**src/rtl/gray_pkg.sv**
```systemverilog
// Shared types and conversion helpers for the Gray/binary stream converter.
// Latency: combinational functions only.
// Backpressure: not applicable (no state).
package gray_pkg;

  typedef enum logic {GRAY2BIN = 1'b0, BIN2GRAY = 1'b1} conv_mode_t;

  // Helpers work on a fixed maximum width; callers zero-extend narrower values
  // and cast the result back down, which leaves the upper bits at zero.
  localparam int unsigned MAX_W = 32;

  // Binary bit i is the XOR of all Gray bits at or above i.
  function automatic logic [MAX_W-1:0] gray2bin(input logic [MAX_W-1:0] g);
    logic [MAX_W-1:0] b;
    b = '0;
    b[MAX_W-1] = g[MAX_W-1];
    for (int i = MAX_W - 2; i >= 0; i--) begin
      b[i] = b[i+1] ^ g[i];
    end
    return b;
  endfunction

  function automatic logic [MAX_W-1:0] bin2gray(input logic [MAX_W-1:0] b);
    return b ^ (b >> 1);
  endfunction

  // More than one bit set <=> clearing the lowest set bit leaves something.
  function automatic logic popcount_gt1(input logic [MAX_W-1:0] x);
    return (x & (x - MAX_W'(1))) != '0;
  endfunction

endpackage

```
**src/rtl/gray_pipe_stage.sv**
```systemverilog
// One valid/ready register slice carrying {mode, err, data}.
// Latency: 1 cycle.
// Backpressure: accepts when empty or when its own beat leaves this cycle.
module gray_pipe_stage #(
  parameter int unsigned W = 6
) (
  input  logic         clk_i,
  input  logic         reset_n_i,
  input  logic         in_valid_i,
  output logic         in_ready_o,
  input  logic         in_mode_i,
  input  logic         in_err_i,
  input  logic [W-1:0] in_data_i,
  output logic         out_valid_o,
  input  logic         out_ready_i,
  output logic         out_mode_o,
  output logic         out_err_o,
  output logic [W-1:0] out_data_o
);

  logic         vld_q, vld_d;
  logic         mode_q, mode_d;
  logic         err_q, err_d;
  logic [W-1:0] data_q, data_d;
  logic         load;

  // Free when empty or when the held beat is taken downstream this cycle.
  assign in_ready_o = !vld_q || out_ready_i;
  assign load       = in_valid_i && in_ready_o;

  // Next state: refill on accept, otherwise hold (payload frozen while stalled).
  always_comb begin
    vld_d  = vld_q;
    mode_d = mode_q;
    err_d  = err_q;
    data_d = data_q;
    if (in_ready_o) begin
      vld_d = in_valid_i;
    end
    if (load) begin
      mode_d = in_mode_i;
      err_d  = in_err_i;
      data_d = in_data_i;
    end
  end

  // Slice registers; reset empties the slice and zeroes the payload.
  always_ff @(posedge clk_i) begin
    if (!reset_n_i) begin
      vld_q  <= 1'b0;
      mode_q <= 1'b0;
      err_q  <= 1'b0;
      data_q <= '0;
    end else begin
      vld_q  <= vld_d;
      mode_q <= mode_d;
      err_q  <= err_d;
      data_q <= data_d;
    end
  end

  assign out_valid_o = vld_q;
  assign out_mode_o  = mode_q;
  assign out_err_o   = err_q;
  assign out_data_o  = data_q;

endmodule

```
**src/rtl/gray_bin_stream_conv.sv**
```systemverilog
// Streaming Gray<->binary converter with Gray-adjacency checker and error counter.
// Latency: STAGES cycles input to output, 1 beat/cycle throughput.
// Backpressure: out_ready ripples combinationally back through the slices to in_ready.
module gray_bin_stream_conv
  import gray_pkg::*;
#(
  parameter int unsigned WIDTH  = 6,
  parameter int unsigned STAGES = 2,
  parameter int unsigned CNT_W  = 8
) (
  input  logic             clk,
  input  logic             reset_n,
  input  logic             in_valid,
  output logic             in_ready,
  input  logic             in_mode,
  input  logic [WIDTH-1:0] in_data,
  output logic             out_valid,
  input  logic             out_ready,
  output logic             out_mode,
  output logic [WIDTH-1:0] out_data,
  output logic             out_adj_err,
  input  logic             clr_cnt,
  output logic [CNT_W-1:0] err_cnt
);

  conv_mode_t       in_mode_e;
  logic             accept;
  logic [WIDTH-1:0] conv_data;
  logic             adj_err;
  logic [WIDTH-1:0] prev_gray_q, prev_gray_d;
  logic             prev_vld_q, prev_vld_d;
  logic [CNT_W-1:0] cnt_q, cnt_d;

  assign in_mode_e = conv_mode_t'(in_mode);
  assign accept    = in_valid && in_ready;

  // Convert at the input so the slices only carry the finished result.
  always_comb begin
    if (in_mode_e == BIN2GRAY) begin
      conv_data = WIDTH'(bin2gray(MAX_W'(in_data)));
    end else begin
      conv_data = WIDTH'(gray2bin(MAX_W'(in_data)));
    end
  end

  // A Gray beat is suspect if it moved more than one bit from the last Gray beat.
  always_comb begin
    adj_err = (in_mode_e == GRAY2BIN) && prev_vld_q &&
              popcount_gt1(MAX_W'(in_data ^ prev_gray_q));
  end

  // History and counter next state: only accepted Gray beats update history;
  // clear takes priority over a same-cycle increment, and the count sticks at max.
  always_comb begin
    prev_gray_d = prev_gray_q;
    prev_vld_d  = prev_vld_q;
    cnt_d       = cnt_q;
    if (accept && (in_mode_e == GRAY2BIN)) begin
      prev_gray_d = in_data;
      prev_vld_d  = 1'b1;
    end
    if (clr_cnt) begin
      cnt_d = '0;
    end else if (accept && adj_err && (cnt_q != {CNT_W{1'b1}})) begin
      cnt_d = cnt_q + CNT_W'(1);
    end
  end

  // Checker state registers.
  always_ff @(posedge clk) begin
    if (!reset_n) begin
      prev_gray_q <= '0;
      prev_vld_q  <= 1'b0;
      cnt_q       <= '0;
    end else begin
      prev_gray_q <= prev_gray_d;
      prev_vld_q  <= prev_vld_d;
      cnt_q       <= cnt_d;
    end
  end

  assign err_cnt = cnt_q;

  // Index 0 is the converter input, index STAGES the block output.
  logic [STAGES:0]  vld;
  logic [STAGES:0]  rdy;
  logic [STAGES:0]  mode_p;
  logic [STAGES:0]  err_p;
  logic [WIDTH-1:0] dat_p [STAGES+1];

  assign vld[0]      = in_valid;
  assign mode_p[0]   = in_mode;
  assign err_p[0]    = adj_err;
  assign dat_p[0]    = conv_data;
  assign in_ready    = rdy[0];
  assign rdy[STAGES] = out_ready;

  generate
    for (genvar k = 0; k < STAGES; k++) begin : g_stage
      gray_pipe_stage #(.W(WIDTH)) u_stage (
        .clk_i       (clk),
        .reset_n_i   (reset_n),
        .in_valid_i  (vld[k]),
        .in_ready_o  (rdy[k]),
        .in_mode_i   (mode_p[k]),
        .in_err_i    (err_p[k]),
        .in_data_i   (dat_p[k]),
        .out_valid_o (vld[k+1]),
        .out_ready_i (rdy[k+1]),
        .out_mode_o  (mode_p[k+1]),
        .out_err_o   (err_p[k+1]),
        .out_data_o  (dat_p[k+1])
      );
    end
  endgenerate

  assign out_valid   = vld[STAGES];
  assign out_mode    = mode_p[STAGES];
  assign out_adj_err = err_p[STAGES];
  assign out_data    = dat_p[STAGES];

endmodule

```
**config.mk**
```make
export PLATFORM = sky130hd
export DESIGN_NAME = gray_bin_stream_conv
export DESIGN_NICKNAME = d
export VERILOG_FILES = /design/src/rtl/gray_pkg.sv /design/src/rtl/gray_pipe_stage.sv /design/src/rtl/gray_bin_stream_conv.sv
export SDC_FILE = /design/constraint.sdc
export NUM_CORES = 1
export LEC_CHECK = 0
export BUFFER_PORTS_ARGS = -buffer_cell sky130_fd_sc_hd__buf_2
export CAP_MARGIN = 20
export CORE_UTILIZATION = 43
export CTS_CLUSTER_SIZE = 8
export DETAILED_ROUTE_END_ITERATION = 10
export SETUP_SLACK_MARGIN = 0.5
export SLEW_MARGIN = 20
export SYNTH_ARGS = -nofsm -noshare
export SYNTH_HDL_FRONTEND = slang
export SYNTH_SLANG_ARGS = --single-unit
export TNS_END_PERCENT = 100
```
**constraint.sdc**
```tcl
create_clock -name clk -period 2.17 [get_ports clk]
set_input_delay 0.434 -clock clk [delete_from_list [all_inputs] [get_ports clk]]
set_output_delay 0.434 -clock clk [all_outputs]
set_load 0.01 [all_outputs]
```
==> reports/qor.txt, run 1 <==
final worst slack -> 493 ps
max_cap viols -> 0
RSZ-0062 raised after global routing -> yes
WL final -> 3.37 mm
Vias -> 1334
switching share of power -> 22.7%
router iterations before antenna repair -> 4
most frequent cells after synthesis -> dfxtp_1 (33), nor2_1 (20), nand2_1 (17)
met3 usage in global routing -> 5.25%
type of origin of the critical path -> flop
post-synth top area share -> 40.6%
Placement Setup Slack -> 229 ps
I/O Buffers -> 29
most common cell in the synthesized netlist -> dfxtp_1
Starting DRT DRC Count -> 48
syn_area_per_cell -> 9.19 um^2
post-synthesis xor/xnor area fraction -> 10.2%
Clock Skews -> 6.29 ps
Initial Util -> 46.9%
Yosys cell types -> 43
final net count -> 218
critical path cell sequence -> xor2_2 > a222oi_1 > o211ai_1 > nand4_1 > mux2i_1
main combinational cell family by area after synthesis -> simple AND/OR/NAND/NOR gates
post-synthesis mux area share -> 9.85%
worst rel slew slack -> 56.6%
hold_buf cts -> 0
period utilisation layout -> 77.3%
root buffer cell -> clkbuf_8
Worst-Margin Slew -> 651 ps
clock slew seen by the registers of the worst setup and hold paths -> 70 ps
Net Switching -> 341 uW
Area after DPL -> 1770 um^2
CTS Buffer Depth -> 2
worst hold margin -> 435 ps
Die Footprint -> 4030 um^2
CP max stage cell -> a222oi_1
number of core rows -> 21
required time of the critical path -> 2380 ps
Simple-Gate Fraction of Synth Area -> 18.4%
hold violation count in the final report -> 0
Synth async-reset ratio -> 0%
fin. max-slew vios -> 0
power per cell area -> 759 nW/um^2
P&R area growth vs syn -> 21.8%
Die Y -> 63.5 um
area leader, netlist -> dfxtp_1
max frequency -> 596 MHz
GR Overflow Total -> 0
Comb power frac -> 11.5%
WS Path Type -> reg -> reg
P_int -> 1160 uW
antenna violations before repair -> 0
first-pass GRT wire length -> 5.38 mm
Worst Path Max Fanout -> 6
Ports -> 30
register bit count reported by yosys -> 33
Critical Path Stages -> 5
Reg2Reg Depth -> 5
synthesized area -> 1630 um^2
pin count of the biggest net entering global routing -> 22
syn_nets -> 190
post-route setup TNS -> 0 ps
Worst Hold Class -> in -> reg
min Tclk post-route -> 1680 ps
GRT Resource Usage Total -> 17.1%
synth top area cells -> dfxtp_1 (41%), mux2i_1 (9.8%), nor2_1 (4.6%), xor2_2 (4.0%), nand2_1 (3.9%)
post-synthesis compound-gate area fraction -> 14.6%
GRT busiest layer -> met2
Worst Setup End Kind -> flop
Max VDD drop -> 448 uV
crit-path max cell delay -> 470 ps
status -> completed
GP Congestion -> 0.756
DR DRC count -> 0
htree depth -> 2
Core ar. -> 3470 um^2
CTS tree -> done
met1 usage -> 21.4%
chip width -> 63.5 um
final instance area -> 1980 um^2
routing usage on met2 -> 27.3%
share of layout cells above drive strength 1 -> 31.1%
hpwl dp -> 2.35 mm
Ant. Diodes -> 0
leakage power total -> 0.000888 uW
sequential share of power -> 43.0%
EDFF count, synth -> 0
Post-DRT Antenna Nets -> 0
setup violators final -> 0
wire per inst -> 13.4 um
CP top delay family -> compound AO/OA/AOI/OAI gates
sequential area share after synthesis -> 40.6%
CTS Sinks -> 33
Post-synth top flop -> dfxtp_1
Arr. time, crit path -> 1890 ps
Adder-Cell Fraction of Synth Area -> 0.769%
total CTS buffers -> 5
Hold Crit Depth -> 3
CP bufs+invs -> 0
vias in the first global route -> 1217
clock share of power -> 45.5%
Fillers -> 324
YS warnings -> 0
Cells after Synth -> 177
worst skew pair latency -> 280 ps
vias per cell -> 5.29
[path summary, 6_finish.rpt]
kind / from / end / slack, ps
setup reg to reg: prev_gray_q[0] / err_cnt[7] / 490
hold / removal: in_valid / g_stage[0].u_stage.out_valid_o / 440
hold reg to reg: g_stage[0].u_stage.out_data_o[2] / g_stage[0].u_stage.out_data_o[2] / 460
setup / recovery: prev_gray_q[0] / err_cnt[7] / 490
[tightest hold or removal path: cells and delay by family]
kind | cells | cell delay [ps]
buf+inv | 2 | 170
compound gates | 1 | 60
[cell type report]
class                   instances  area (um^2)  area share, %
clock inverters                 3         65.1           3.28
flip-flops and latches         33          667           33.7
multi-input cells             127          921           46.5
repair buffers                 35          190           9.60
inverters                       3         11.3          0.569
well taps                      46         57.6           2.91
clock buffers                   5         68.8           3.47
[flip-flops by register name, indices dropped and copies added (netlist names)]
register / count
err_cnt: 8
g_stage.u_stage.out_data_o: 12
g_stage.u_stage.out_err_o: 2
g_stage.u_stage.out_mode_o: 2
g_stage.u_stage.out_valid_o: 2
prev_gray_q: 6
prev_vld_q: 1
[logic make-up after synthesis]
kind of cell | after synthesis
flops | 33
simple gates | 62
xor+xnor | 14
mux | 16
buf+inv | 17
compound gates | 34
fa+ha+maj | 1
[metal layers]
metal	part of all wire, %	routed length [um]
met1	49	1640
met2	45	1530
met3	4.0	136
met4	1.9	63
met5	0	0
[stage by stage]
stage / utilization (%) / total power [uW] / cells
global placement: 51.1 / 819 / 240
detailed placement: 51.1 / 824 / 240
global route: 57.1 / 1570 / 252
finish: 57.1 / 1500 / 252
floorplan: - / 790 / 177
CTS: 55.8 / 1510 / 250
[cell usage in the layout (no fill, tap or decap), drive strengths merged, types with 3 or more instances in the layout]
cell and count:
buf 35, dfxtp 33, nor2 21, nand2 17, mux2i 16, a21oi 10, xor2 9, o21ai 6
nand3 6, clkbuf 5, xnor2 4, inv 3, a41o 3, or3 3
[repair_timing]
action	in CTS	in global routing
endpoints found under the hold margin	0	0
pin swaps	10	5
buffers inserted	2	2
setup endpoints to repair	5	14
gates resized for setup	5	7
[power groups by stage]
stage	clock (uW)	combinational [uW]	sequential [uW]
final	684	173	646
after global routing	728	191	649
after CTS	697	169	646
after detailed placement	0	165	659
after global placement	0	161	658
after floorplan	0	134	656
Note: power is estimated with default switching activity, not from simulation.
==> inputs of run 2 (changes only) <==
==> constraint.sdc (replaced) <==
create_clock -name clk -period 1.7 [get_ports clk]
set_input_delay 0.34 -clock clk [delete_from_list [all_inputs] [get_ports clk]]
set_output_delay 0.34 -clock clk [all_outputs]
set_load 0.01 [all_outputs]
==> run 2 against run 1 <==
Count of clock-buffer cells in the layout is the same. Die area unchanged. Critical endpoint is now err_cnt[6]. Cell count grew 7.5%. Final area rose by 13%. Worst setup slack got worse by 560 ps. Sequential power increased by 27%. The flow now finishes with violations (setup timing). Total power is 33% higher. Worst hold slack got worse by 89 ps.
==> reports/qor.txt, run 2 (synthesized netlist as in run 1, its figures left out) <==
Clock Skews -> 5.17 ps
first-pass GRT wire length -> 5.98 mm
Layout Cells excl Fill -> 271
share of layout cells above drive strength 1 -> 43.1%
antenna violations before repair -> 0
wire per inst -> 13.1 um
pin count of the biggest net entering global routing -> 22
worst skew pair latency -> 290 ps
Die Footprint -> 4030 um^2
max_cap viols -> 0
max frequency -> 565 MHz
worst hold start -> reset_n
hold violation count in the final report -> 0
Ports -> 30
worst flop-to-flop path startpoint -> prev_gray_q[1]
min Tclk post-route -> 1770 ps
hold_buf cts -> 0
Max VDD drop -> 531 uV
router iterations before antenna repair -> 6
GR Overflow Total -> 0
final instance area -> 2230 um^2
Hold EP -> g_stage[1].u_stage.out_valid_o
root buffer cell -> clkbuf_8
Design Power -> 2000 uW
Core ar. -> 3470 um^2
post-route setup TNS -> -146 ps
post-layout util -> 64.4%
setup violators final -> 6
leakage power total -> 0.00101 uW
Fillers -> 310
Die Y -> 63.5 um
Ant. Diodes -> 0
type of origin of the critical path -> flop
Initial Util -> 46.9%
CTS Buffer Depth -> 2
RSZ-0062 raised after global routing -> yes
number of core rows -> 21
vias per cell -> 5.25
commonest cells after routing, fill and taps aside -> buf_2 (24), dfxtp_1 (22), nor2_1 (19)
FF-to-FF setup slack -> -70 ps
GP Congestion -> 0.797
total CTS buffers -> 5
CTS Sinks -> 33
worst reg2reg endpoint -> err_cnt[6]
DR DRC count -> 0
most common cell after layout, fill and taps aside -> buf_2
chip width -> 63.5 um
period utilisation layout -> 104%
Reg2Reg Depth -> 6
Starting DRT DRC Count -> 42
Worst Hold Class -> in -> reg
Worst Setup End Kind -> flop
Largest register FFs -> 12
Area after DPL -> 1890 um^2
hpwl dp -> 2.45 mm
dpl cells -> 255
final worst slack -> -70.9 ps
CTS tree -> done
GRT Resource Usage Total -> 19.1%
clock slew seen by the registers of the worst setup and hold paths -> 70 ps
Post-DRT Antenna Nets -> 0
worst rel slew slack -> 68.7%
fin. max-slew vios -> 0
Worst-Margin Slew -> 467 ps
I/O Buffers -> 29
htree depth -> 2
WL final -> 3.54 mm
status -> finished with violations
Worst Path Max Fanout -> 9
P&R area growth vs syn -> 37.2%
failing checks -> setup timing
Hold Crit Depth -> 2
Arr. time, crit path -> 1950 ps
WS Path Type -> reg -> reg
required time of the critical path -> 1880 ps
vias in the first global route -> 1325
Vias -> 1422
power per cell area -> 895 nW/um^2
final net count -> 237
==> run 2: changes by cell type in the layout (fill, tap and decap cells not counted), sizes merged <==
| cell | before | now |
|---|---|---|
| buf | 35 | 54 |
==> run 2: cell type report <==
class / instances / area (um^2) / area share (%)
clock buffers: 5 / 68.8 / 3.08
clock inverters: 3 / 65.1 / 2.91
inverters: 3 / 11.3 / 0.504
multi-input cells: 127 / 951 / 42.6
flip-flops and latches: 33 / 677 / 30.3
well taps: 46 / 57.6 / 2.58
repair buffers: 54 / 402 / 18.0
==> run 2: how the worst max path moves through the flow <==
stage               slack (ps)    endpoint            from  depth (start not counted)
floorplan                   30  err_cnt[6]      in_data[4]                          6
global placement           -60  err_cnt[7]      in_data[1]                          6
detailed placement        -130  err_cnt[7]      in_data[1]                          6
CTS                        -20  err_cnt[7]  prev_gray_q[0]                          5
global route              -150  err_cnt[2]  prev_gray_q[1]                          5
finish                     -70  err_cnt[6]  prev_gray_q[1]                          6
==> run 2: worst max-delay path: stages, from the launching register on <==
cell,delay [ps]
dfxtp_2,340
xor2_2,210
a222oi_1,170
buf_4,160
o211a_4,170
or4_4,490
mux2i_1,130
==> run 2: through the flow <==
stage / setup slack, ps / hold WS, ps
after floorplan: 25.1 / 431
after global placement: -62.6 / 447
after detailed placement: -128 / 455
after CTS: -21.3 / 336
after global routing: -149 / 343
final: -70.9 / 347
==> run 2: repair_timing <==
action,4_1_cts,5_1_grt
endpoints found under the hold margin,0,0
buffers inserted,5,3
pin swaps,17,8
gates resized for setup,31,15
endpoints found under the setup margin,25,32
==> run 2: report_power, final <==
| group | switching, uW | internal [uW] |
|---|---|---|
| sequential | 19.1 | 804 |
| clock | 303 | 582 |
| combinational | 144 | 145 |
| total | 466 | 1530 |
==> run 2: metal layers <==
layer	global-route usage [%]	share of wire, %	wire [um]	vias to the layer above
li1	-	-	-	712
met1	24.2	48	1680	678
met2	30.2	48	1690	26
met3	5.98	3.4	120	6
met4	6.82	1.4	48	0
met5	0	0	0	-
